--- src/rtl/img_sdram_writer_if.sv ---
// Pixel-in / SDRAM-write-out bundle for img_sdram_writer.
// master: the writer block (sinks CPU pixels, drives SDRAM write port 2).
// slave : the surrounding system (CPU pixel bridge + SDRAM write FIFO).
// Handshake: a pixel moves on a rising clk edge where pixel_valid and
// pixel_ready are both high; wr_req is a one-cycle strobe with wr_data valid
// in the same cycle and is only raised for an edge that sampled wr_full low.
`timescale 1ns/1ps
interface img_sdram_writer_if;
    logic        pixel_valid;
    logic [23:0] pixel_data;
    logic        pixel_ready;
    logic        wr_full;
    logic        wr_req;
    logic [15:0] wr_data;

    modport master (
        input  pixel_valid, pixel_data, wr_full,
        output pixel_ready, wr_req, wr_data
    );

    modport slave (
        output pixel_valid, pixel_data, wr_full,
        input  pixel_ready, wr_req, wr_data
    );
endinterface

--- src/rtl/img_sdram_writer.sv ---
// img_sdram_writer: packs CPU RGB pixels into 16-bit words and writes them
// linearly to SDRAM write port 2 from start_addr up to (not including)
// max_addr, flagging every wr_len-word burst with burst_done.
// Build option IMG_WR_RGB888_EN: when defined each pixel becomes two words
// ({R,G} then {B,8'h00}); when undefined each pixel becomes one RGB565 word.
// All outputs are registers; curr_state exposes the FSM for debug.
`timescale 1ns/1ps
module img_sdram_writer #(
    parameter int ASIZE = 23,
    parameter int CNT_W = 11
) (
    input  logic             clk,
    input  logic             rst_n,
    input  logic             img_start,
    input  logic [ASIZE-1:0] start_addr,
    input  logic [ASIZE-1:0] max_addr,
    input  logic [CNT_W-1:0] wr_len,
    img_sdram_writer_if.master bus,
    output logic             burst_done,
    output logic             img_done,
    output logic [3:0]       curr_state
);

    typedef enum logic [3:0] {
        S_IDLE   = 4'd0,
        S_ACCEPT = 4'd1,
        S_WR_LO  = 4'd2,
        S_WR_HI  = 4'd3,
        S_DONE   = 4'd5
    } state_t;

    state_t           state_q, state_d;
    logic [ASIZE-1:0] curr_addr_q, curr_addr_d;
    logic [CNT_W-1:0] word_cnt_q, word_cnt_d;
    logic [23:0]      pix_q, pix_d;
    logic             ready_q, ready_d;
    logic             wr_req_q, wr_req_d;
    logic [15:0]      wr_data_q, wr_data_d;
    logic             burst_q, burst_d;
    logic             done_q, done_d;

    logic             write_go;
    logic [15:0]      word_sel;
    logic [15:0]      word_lo;
    logic [ASIZE-1:0] addr_inc;

`ifdef IMG_WR_RGB888_EN
    logic [15:0]      word_hi;
    assign word_lo = pix_q[23:8];
    assign word_hi = {pix_q[7:0], 8'h00};
`else
    // Low-order colour bits are truncated by RGB565 packing.
    logic pix_unused;
    assign word_lo    = {pix_q[23:19], pix_q[15:10], pix_q[7:3]};
    assign pix_unused = ^{pix_q[18:16], pix_q[9:8], pix_q[2:0]};
`endif

    assign addr_inc = curr_addr_q + ASIZE'(1);

    // Next-state, datapath and registered-output decode.
    always_comb begin
        state_d     = state_q;
        curr_addr_d = curr_addr_q;
        word_cnt_d  = word_cnt_q;
        pix_d       = pix_q;
        wr_req_d    = 1'b0;
        wr_data_d   = wr_data_q;
        burst_d     = 1'b0;
        write_go    = 1'b0;
        word_sel    = 16'h0000;

        case (state_q)
            S_IDLE: begin
                if (img_start) begin
                    curr_addr_d = start_addr;
                    word_cnt_d  = '0;
                    state_d     = (start_addr >= max_addr) ? S_DONE : S_ACCEPT;
                end
            end
            S_ACCEPT: begin
                if (!img_start) begin
                    state_d = S_IDLE;
                end else if (bus.pixel_valid && ready_q) begin
                    pix_d   = bus.pixel_data;
                    state_d = S_WR_LO;
                end
            end
            S_WR_LO: begin
                if (!img_start) begin
                    state_d = S_IDLE;
                end else if (!bus.wr_full) begin
                    write_go = 1'b1;
                    word_sel = word_lo;
`ifdef IMG_WR_RGB888_EN
                    state_d  = S_WR_HI;
`else
                    state_d  = S_ACCEPT;
`endif
                end
            end
`ifdef IMG_WR_RGB888_EN
            S_WR_HI: begin
                if (!img_start) begin
                    state_d = S_IDLE;
                end else if (!bus.wr_full) begin
                    write_go = 1'b1;
                    word_sel = word_hi;
                    state_d  = S_ACCEPT;
                end
            end
`endif
            S_DONE: begin
                if (!img_start) begin
                    state_d = S_IDLE;
                end
            end
            default: begin
                state_d = S_IDLE;
            end
        endcase

        // Common bookkeeping for every word written. Reaching the last
        // address ends the frame even mid-pixel; a burst boundary on that
        // same word is still flagged.
        if (write_go) begin
            wr_req_d    = 1'b1;
            wr_data_d   = word_sel;
            curr_addr_d = addr_inc;
            if (word_cnt_q == wr_len - CNT_W'(1)) begin
                burst_d    = 1'b1;
                word_cnt_d = '0;
            end else begin
                word_cnt_d = word_cnt_q + CNT_W'(1);
            end
            if (addr_inc == max_addr) begin
                state_d = S_DONE;
            end
        end

        ready_d = (state_d == S_ACCEPT) && !bus.wr_full;
        done_d  = (state_d == S_DONE);
    end

    // State, datapath and output registers with asynchronous clear.
    always_ff @(posedge clk or negedge rst_n) begin
        if (!rst_n) begin
            state_q     <= S_IDLE;
            curr_addr_q <= '0;
            word_cnt_q  <= '0;
            pix_q       <= '0;
            ready_q     <= 1'b0;
            wr_req_q    <= 1'b0;
            wr_data_q   <= '0;
            burst_q     <= 1'b0;
            done_q      <= 1'b0;
        end else begin
            state_q     <= state_d;
            curr_addr_q <= curr_addr_d;
            word_cnt_q  <= word_cnt_d;
            pix_q       <= pix_d;
            ready_q     <= ready_d;
            wr_req_q    <= wr_req_d;
            wr_data_q   <= wr_data_d;
            burst_q     <= burst_d;
            done_q      <= done_d;
        end
    end

    assign bus.pixel_ready = ready_q;
    assign bus.wr_req      = wr_req_q;
    assign bus.wr_data     = wr_data_q;
    assign burst_done      = burst_q;
    assign img_done        = done_q;
    assign curr_state      = state_q;

endmodule

--- src/flat_wrapper.sv ---
// flat-port wrapper written by rule: the top's interface ports become plain ports
module img_sdram_writer_flat 
#(
    parameter int ASIZE = 23,
    parameter int CNT_W = 11
)
  (clk, rst_n, img_start, start_addr, max_addr, wr_len, burst_done, img_done, curr_state, bus_pixel_valid, bus_pixel_data, bus_wr_full, bus_pixel_ready, bus_wr_req, bus_wr_data);
  img_sdram_writer_if bus_i ();
  input  logic clk;
  input  logic rst_n;
  input  logic img_start;
  input  logic [ASIZE-1:0] start_addr;
  input  logic [ASIZE-1:0] max_addr;
  input  logic [CNT_W-1:0] wr_len;
  output logic burst_done;
  output logic img_done;
  output logic [3:0] curr_state;
  input wire logic [$bits(bus_i.pixel_valid)-1:0] bus_pixel_valid;
  input wire logic [$bits(bus_i.pixel_data)-1:0] bus_pixel_data;
  input wire logic [$bits(bus_i.wr_full)-1:0] bus_wr_full;
  output wire logic [$bits(bus_i.pixel_ready)-1:0] bus_pixel_ready;
  output wire logic [$bits(bus_i.wr_req)-1:0] bus_wr_req;
  output wire logic [$bits(bus_i.wr_data)-1:0] bus_wr_data;
  assign bus_i.pixel_valid = bus_pixel_valid;
  assign bus_i.pixel_data = bus_pixel_data;
  assign bus_i.wr_full = bus_wr_full;
  assign bus_pixel_ready = bus_i.pixel_ready;
  assign bus_wr_req = bus_i.wr_req;
  assign bus_wr_data = bus_i.wr_data;
  img_sdram_writer #(.ASIZE(ASIZE), .CNT_W(CNT_W)) u_core (.clk(clk), .rst_n(rst_n), .img_start(img_start), .start_addr(start_addr), .max_addr(max_addr), .wr_len(wr_len), .bus(bus_i), .burst_done(burst_done), .img_done(img_done), .curr_state(curr_state));
endmodule
--- config.mk ---
export PLATFORM = sky130hd
export DESIGN_NAME = img_sdram_writer_flat
export DESIGN_NICKNAME = d
export VERILOG_FILES = /design/src/rtl/img_sdram_writer_if.sv /design/src/rtl/img_sdram_writer.sv /design/src/flat_wrapper.sv
export SDC_FILE = /design/constraint.sdc
export NUM_CORES = 1
export LEC_CHECK = 0
export BUFFER_PORTS_ARGS = -buffer_cell sky130_fd_sc_hd__buf_4
export CAP_MARGIN = 0
export CORE_AREA = 2 2 164 134
export CTS_CLUSTER_SIZE = 28
export DETAILED_ROUTE_END_ITERATION = 10
export DIE_AREA = 0 0 166 136
export HOLD_SLACK_MARGIN = 0.03
export PLACE_DENSITY = 0.5
export SYNTH_ARGS = -nofsm -noshare
export SYNTH_HDL_FRONTEND = slang
export SYNTH_SLANG_ARGS = --single-unit
--- constraint.sdc ---
create_clock -name clk -period 4.9 [get_ports clk]
set_clock_uncertainty 0.05 [all_clocks]
set_input_delay 0.49 -clock clk [delete_from_list [all_inputs] [get_ports clk]]
set_output_delay 0.49 -clock clk [all_outputs]
set_load 0.01 [all_outputs]
==> flow_summary.toml, run 1 <==
[placement]
dp_slack_ns = 1.386
routabilityCongestion = 0.8130
dp_hpwl_um = 10760
place_area_um2 = 6112
port_buffers = 101

[drt]
drtIter0Drc = 266
top_layer_used = "met4"
drt_wl_total_um = 14770
drc = 0
routed-wl-met2_um = 6311
vias = 4585
wl_met3_um = 880
antenna_left = 0
met1_length_um = 7458
dr.pass1.iters = 4
via_per_inst = 4.703
wl_per_cell_um = 15.15

[sta]
relSlewSlack = 0.2685
hold_violations = 0
fin_setup_tns_ns = 0
fmax_ghz = 0.2873
setup_viol = 0
period_minus_slack_ns = 3.481
drv_slew = 0
worstMarginPinSlew_ns = 1.087
rsz0062_at_grt = "false"
fin_ws_ns = 1.419
fin_crit_sh = 0.7104

[die]
die_area_um2 = 22580
coreArea_um2 = 21080
ios = 110
placementRows = 48
fp.dieH_um = 136
die_w_um = 166
initial_utilization = 0.2435

[power_and_ir_drop]
powerDensity_nw_per_um2 = 282.5
p_leak_uw = 0.002976
peakVddDrop_mv = 0.1528

[worst_setup_path]
cp_max_fo = 14
arrival_ns = 3.66
crit_required_ns = 5.08
rrSetupSlack_ns = 1.42
rr_startpoint = "u_core.curr_addr_q[0]"
crit_type = "register to register"
cp-end-kind = "register"
crit_path_start = "u_core.curr_addr_q[0]"
start_kind = "register"

[cells_and_area]
drive_gt1_frac = 0.2157
diodes = 0
stdcell_area_um2 = 6410
layout.nets = 807
syn_to_final_growth_pct = 24.89
utilization = 0.3041
fill_cells = 2267

[synthesis]
yosysSeqAreaShare = 0.3608
synthCells = 613
syn_area_um2 = 5132
ys_ff_latch = 74
synth_edf_count = 0
yosys_warnings = 0
syn-num-nets = 725
yosysUniqueCellTypes = 60
avgSynthCellArea_um2 = 8.373
ys.flop_type = "dfrtp_1"
async_flop_share = 1.000

[clock_tree]
clockBufferDepth = 2
cts_resized = 0
clk_transition_reported_paths_ns = 0.06
cts-htree-levels = 3
cts_made_buffers = 9
cts_tree = "built"
root_buffer = "clkbuf_16"
post-cts-setup-buffer-count = 0
clock_sinks = 74
holdBufCountCts = 0
clock_latency_ns = 0.34

[flow_run]
cap_violations = 0

[global_routing]
grt_pass1_wl_um = 24070
grt_pass1_vias = 4453
antenna_found_initial = 0
track_usage = 0.1346
grt-ovfl-total = 0
grt_max_degree = 71

[outcome]
outcome = "finished, final reports clean"

[hold_path]
min_path_type = "input port to asynchronous set/reset pin"
placed cells by master (no fill, tap or decap), drive strengths merged, types with 3 or more instances in the layout:
master and instances:
a221oi 3, o2111ai 3, clkbuf 12, nor2 48
nand2b 5, nor2b 5, nand2 96, ha 26
mux2i 6, or3 3, xnor2 22, nor3b 4
and3 11, o21ai 20, dfrtp 74, o311ai 4
a21oi 51, nor4 9, mux2 17, inv 34
o22ai 11, nand3 30, nand4 15, or2 3
nor3 10, a221o 3, a22oi 3, a31oi 7
and4 6, a21o 4, buf 106, or4 3
nand3b 3, xor2 18
layer usage:
layer,track usage,vias up
li1,-,2332
met1,0.1860,2141
met4,0.03043,0
met2,0.2065,103
met5,0,-
met3,0.04105,9
path summary, 6_finish.rpt:
| path | cells past startpoint | end |
|---|---|---|
| setup / recovery | 8 | u_core.bus.pixel_ready |
| hold / removal | 1 | u_core.pix_q[11] |
| setup reg to reg | 8 | u_core.bus.pixel_ready |
| hold reg to reg | 2 | u_core.bus.wr_data[13] |
| max in group asynchronous | 2 | u_core.curr_addr_q[5] |
| min in group clk | 2 | u_core.bus.pixel_ready |
logic make-up (layout without fill, tap and decap cells):
| logic type | count (synthesis) | count (layout) | share of synthesized area |
|---|---|---|---|
| and+or+nand+nor | 256 | 256 | 0.2521 |
| adders and majority gates | 26 | 26 | 0.06338 |
| xor gates and xnor gates | 40 | 40 | 0.06826 |
| other | 1 | 1 | 0.0007306 |
| DFF | 74 | 74 | 0.3608 |
| buffers and inverters | 69 | 156 | 0.05607 |
| AOI/OAI and AO/OA | 124 | 124 | 0.1497 |
| muxes | 23 | 23 | 0.04900 |
flip-flops by register name, summed over array words and instances (netlist names), 4 cells and up:
register            flops
u_core.pix_q           16
u_core.word_cnt_q      11
u_core.bus.wr_data     16
u_core.curr_state       4
u_core.curr_addr_q     23
power breakdown:
group          internal [uW]  total (uW)  switching, uW
registers                659         743           84.1
clock network            409         679            270
logic                    183         389            206
through the flow:
step	hold WS (ns)	power, uW	std cells
3_5_place_dp	0.3990	1144	959
4_1_cts	0.04387	1839	975
5_1_grt	0.06057	1928	975
6_report	0.02955	1811	975
3_3_place_gp	0.3979	1143	959
2_1_floorplan	0.1444	994.5	613
Yosys cell counts (7+ instances only):
master / count / area share
ha_1: 26 / 0.063
mux2_2: 17 / 0.037
xor2_1: 18 / 0.031
inv_1: 33 / 0.024
o22ai_1: 11 / 0.013
and3_1: 11 / 0.013
nand4_1: 14 / 0.017
clkbuf_1: 24 / 0.018
buf_2: 7 / 0.0068
nor2_1: 48 / 0.035
xnor2_1: 22 / 0.038
a31oi_1: 7 / 0.0085
o21ai_0: 20 / 0.020
a21oi_1: 51 / 0.050
nand2_1: 96 / 0.070
nand3_1: 28 / 0.027
nor3_1: 10 / 0.0098
dfrtp_1: 74 / 0.36
final cells by class:
type                    count  area [um2]  area share
repair buffers            106       795.8      0.1241
clock buffers              12       246.5     0.03845
well taps                 275       344.1     0.05368
flip-flops and latches     74        1852      0.2889
inverters                  34       127.6     0.01991
multi-input cells         470        2993      0.4669
clock inverters             4       51.30    0.008003
critical path: stages (launching register included):
cell and delay [ns]:
dfrtp_1 0.52, ha_1 0.35, nand3_1 0.19, nor4_4 0.67
nand3_1 0.26, or4_1 0.46, a2111oi_1 0.58, or3_1 0.22
nor3b_1 0.05
Note: power is estimated with default switching activity, not from simulation.
==> inputs of run 2 (changes only) <==
--- a/config.mk
+++ b/config.mk
@@ -5,14 +5,15 @@
 export SDC_FILE = /design/constraint.sdc
 export NUM_CORES = 1
 export LEC_CHECK = 0
+export ABC_AREA = 1
 export BUFFER_PORTS_ARGS = -buffer_cell sky130_fd_sc_hd__buf_4
 export CAP_MARGIN = 0
-export CORE_AREA = 2 2 164 134
+export CORE_AREA = 2 2 167 136
 export CTS_CLUSTER_SIZE = 28
 export DETAILED_ROUTE_END_ITERATION = 10
-export DIE_AREA = 0 0 166 136
+export DIE_AREA = 0 0 169 138
 export HOLD_SLACK_MARGIN = 0.03
-export PLACE_DENSITY = 0.5
+export PLACE_DENSITY = 0.52
 export SYNTH_ARGS = -nofsm -noshare
 export SYNTH_HDL_FRONTEND = slang
 export SYNTH_SLANG_ARGS = --single-unit
==> constraint.sdc (replaced) <==
create_clock -name clk -period 3 [get_ports clk]
set_clock_uncertainty 0.05 [all_clocks]
set_input_delay 0.3 -clock clk [delete_from_list [all_inputs] [get_ports clk]]
set_output_delay 0.3 -clock clk [all_outputs]
set_load 0.01 [all_outputs]
==> flow_summary.toml, run 2 <==
[synthesis]
yosysUniqueCellTypes = 48
ys_ff_latch = 74
synth_largest_area_cell = "dfrtp_1"
syn_area_um2 = 5321
synth_compound_area_frac = 0.1072
syn-num-nets = 844
post-synth-top-count-cell = "nand2_1"
yosys_warnings = 0
async_flop_share = 1.000
avgSynthCellArea_um2 = 7.270
ys.flop_type = "dfrtp_1"
synthAdderAreaFrac = 0.06113
synthCells = 732
synth_edf_count = 0
synth.area.mux_share = 0.03386
synth_top_family_by_area = "simple AND/OR/NAND/NOR gates"
synthTopCellsByCount = "210 x nand2_1, 78 x inv_1, 74 x dfrtp_1"
synth.area.top_cells = "dfrtp_1 35%, nand2_1 15%, ha_1 6.1%"
synthSimpleGateAreaFrac = 0.3409
synth_top_area_frac = 0.3480
synth-xor-area-share = 0.03621
yosysSeqAreaShare = 0.3480

[clock_tree]
holdBufCountCts = 0
cts_tree = "built"
clock_latency_ns = 0.34
cts_made_buffers = 9
cts-htree-levels = 3
post-cts-setup-buffer-count = 0
clk_transition_reported_paths_ns = 0.06
cts_resized = 0
clock_sinks = 74
clockBufferDepth = 2
root_buffer = "clkbuf_16"

[drt]
antenna_left = 0
wl_per_cell_um = 14.45
vias = 5108
via_per_inst = 4.585
drc = 0
dr.pass1.iters = 5
drt_wl_total_um = 16090
drtIter0Drc = 336

[die]
fp.dieH_um = 138
die_area_um2 = 23320
placementRows = 49
die_w_um = 169
initial_utilization = 0.2424
ios = 110
coreArea_um2 = 21950

[sta]
hold_violations = 0
relSlewSlack = 0.3125
drv_slew = 0
rsz0062_at_grt = "false"
worstMarginPinSlew_ns = 1.031
fin_setup_tns_ns = 0
timing.hold.ws_ns = 0.07825
setup_viol = 0
fin_crit_sh = 0.7896
period_minus_slack_ns = 2.369
fmax_ghz = 0.4222

[worst_setup_path]
crit_required_ns = 3.22
crit_type = "register to register"
r2r-end = "u_core.bus.pixel_ready"
cp-end-kind = "register"
start_kind = "register"
rrSetupSlack_ns = 0.63
reg2regPathDepth = 15
rr_startpoint = "u_core.curr_addr_q[0]"
cp_max_fo = 6
arrival_ns = 2.59

[global_routing]
antenna_found_initial = 0
grtUsageMet3 = 0.03178
grt_max_degree = 75
grt_busiest_layer = "met2"
use_met2 = 0.2110
grt_pass1_vias = 5075
grt_use_met1 = 0.2091
grt_pass1_wl_um = 26230
grt-ovfl-total = 0
track_usage = 0.1423

[cells_and_area]
final_cell_mix = "210 x nand2_1, 106 x buf_4, 78 x inv_1, 74 x dfrtp_1, 60 x nand3_1"
utilization = 0.3050
layout.nets = 943
syn_to_final_growth_pct = 25.82
drive_gt1_frac = 0.2086
fin_cells = 1114
fill_cells = 2386
largest_register_ffs = 23
largest_register = "u_core.curr_addr_q"
layout_commonest_cell = "nand2_1"
diodes = 0

[power_and_ir_drop]
peakVddDrop_mv = 0.2532
powerDensity_nw_per_um2 = 454.3
p_total_uw = 3042
p_leak_uw = 0.003404

[hold_path]
hp-start = "bus_wr_full"
min_to = "u_core.bus.pixel_ready"
hold_depth = 2
min_path_type = "input port to register"

[placement]
port_buffers = 101
placed_cells = 1100
dp_hpwl_um = 12110
routabilityCongestion = 0.8059

[outcome]
outcome = "finished, final reports clean"

[flow_run]
cap_violations = 0
## run 2: cell families (layout without fill, tap and decap cells)
kind of cell | after synthesis | after routing
XOR/XNOR | 22 | 22
AND/OR/NAND/NOR | 392 | 392
other | 1 | 1
flip-flops | 74 | 74
AO/OA/AOI/OAI | 102 | 102
adder cells (fa/ha/maj) | 26 | 26
buffers and inverters | 99 | 201
multiplexers | 16 | 16
## run 2: how the worst max path moves through the flow
stage | from | end | slack, ns | cells after the start
after floorplan | u_core.curr_addr_q[0] | u_core.bus.pixel_ready | 1.10 | 13
after global placement | u_core.curr_addr_q[0] | u_core.bus.pixel_ready | 0.63 | 14
after detailed placement | u_core.curr_addr_q[0] | u_core.bus.pixel_ready | 0.59 | 15
after CTS | u_core.curr_addr_q[1] | u_core.bus.pixel_ready | 0.55 | 15
after global routing | u_core.curr_addr_q[0] | u_core.bus.pixel_ready | 0.33 | 15
final | u_core.curr_addr_q[0] | u_core.bus.pixel_ready | 0.63 | 15
## run 2: layer usage
layer / vias up / wire [um] / share of wire
met5: - / 0 / 0
met4: 0 / 218 / 0.014
met3: 17 / 1053 / 0.065
met2: 131 / 6673 / 0.41
met1: 2337 / 8148 / 0.51
li1: 2623 / - / -
## run 2: where the power goes
part / internal [uW] / leakage [uW] / total [uW] / switching, uW
registers: 1080 / 0.000986 / 1190 / 106
logic: 277 / 0.00227 / 699 / 422
clock network: 719 / 0.000147 / 1150 / 434
total: 2080 / 0.00340 / 3040 / 961
## run 2: layout make-up
class | count | area, um2 | area share
Clock buffer | 9 | 225.2 | 0.03364
Sequential cell | 74 | 1852 | 0.2766
Inverter | 81 | 304.0 | 0.04541
Multi-Input combinational cell | 559 | 3087 | 0.4610
Clock inverter | 5 | 81.33 | 0.01215
Tap cell | 280 | 350.3 | 0.05233
Timing Repair Buffer | 106 | 795.8 | 0.1189
## run 2: worst max-delay path: stages, from the launching register on
cell	delay [ns]
dfrtp_1	0.45
ha_1	0.24
nand2_2	0.11
nor2_4	0.21
nand2_1	0.11
nor2_1	0.28
nand2_1	0.12
nand2_1	0.08
nand3_1	0.11
nand2_1	0.09
clkinv_1	0.05
nand2_1	0.10
nor3_2	0.05
nand2_2	0.10
nand3_2	0.07
nor2_1	0.08
## run 2: stage by stage
step / area (um2) / worst slack, ns
floorplan: 5321 / 1.104
global placement: 6389 / 0.6306
detailed placement: 6389 / 0.5874
CTS: 6695 / 0.5529
global route: 6695 / 0.3292
finish: 6695 / 0.6313
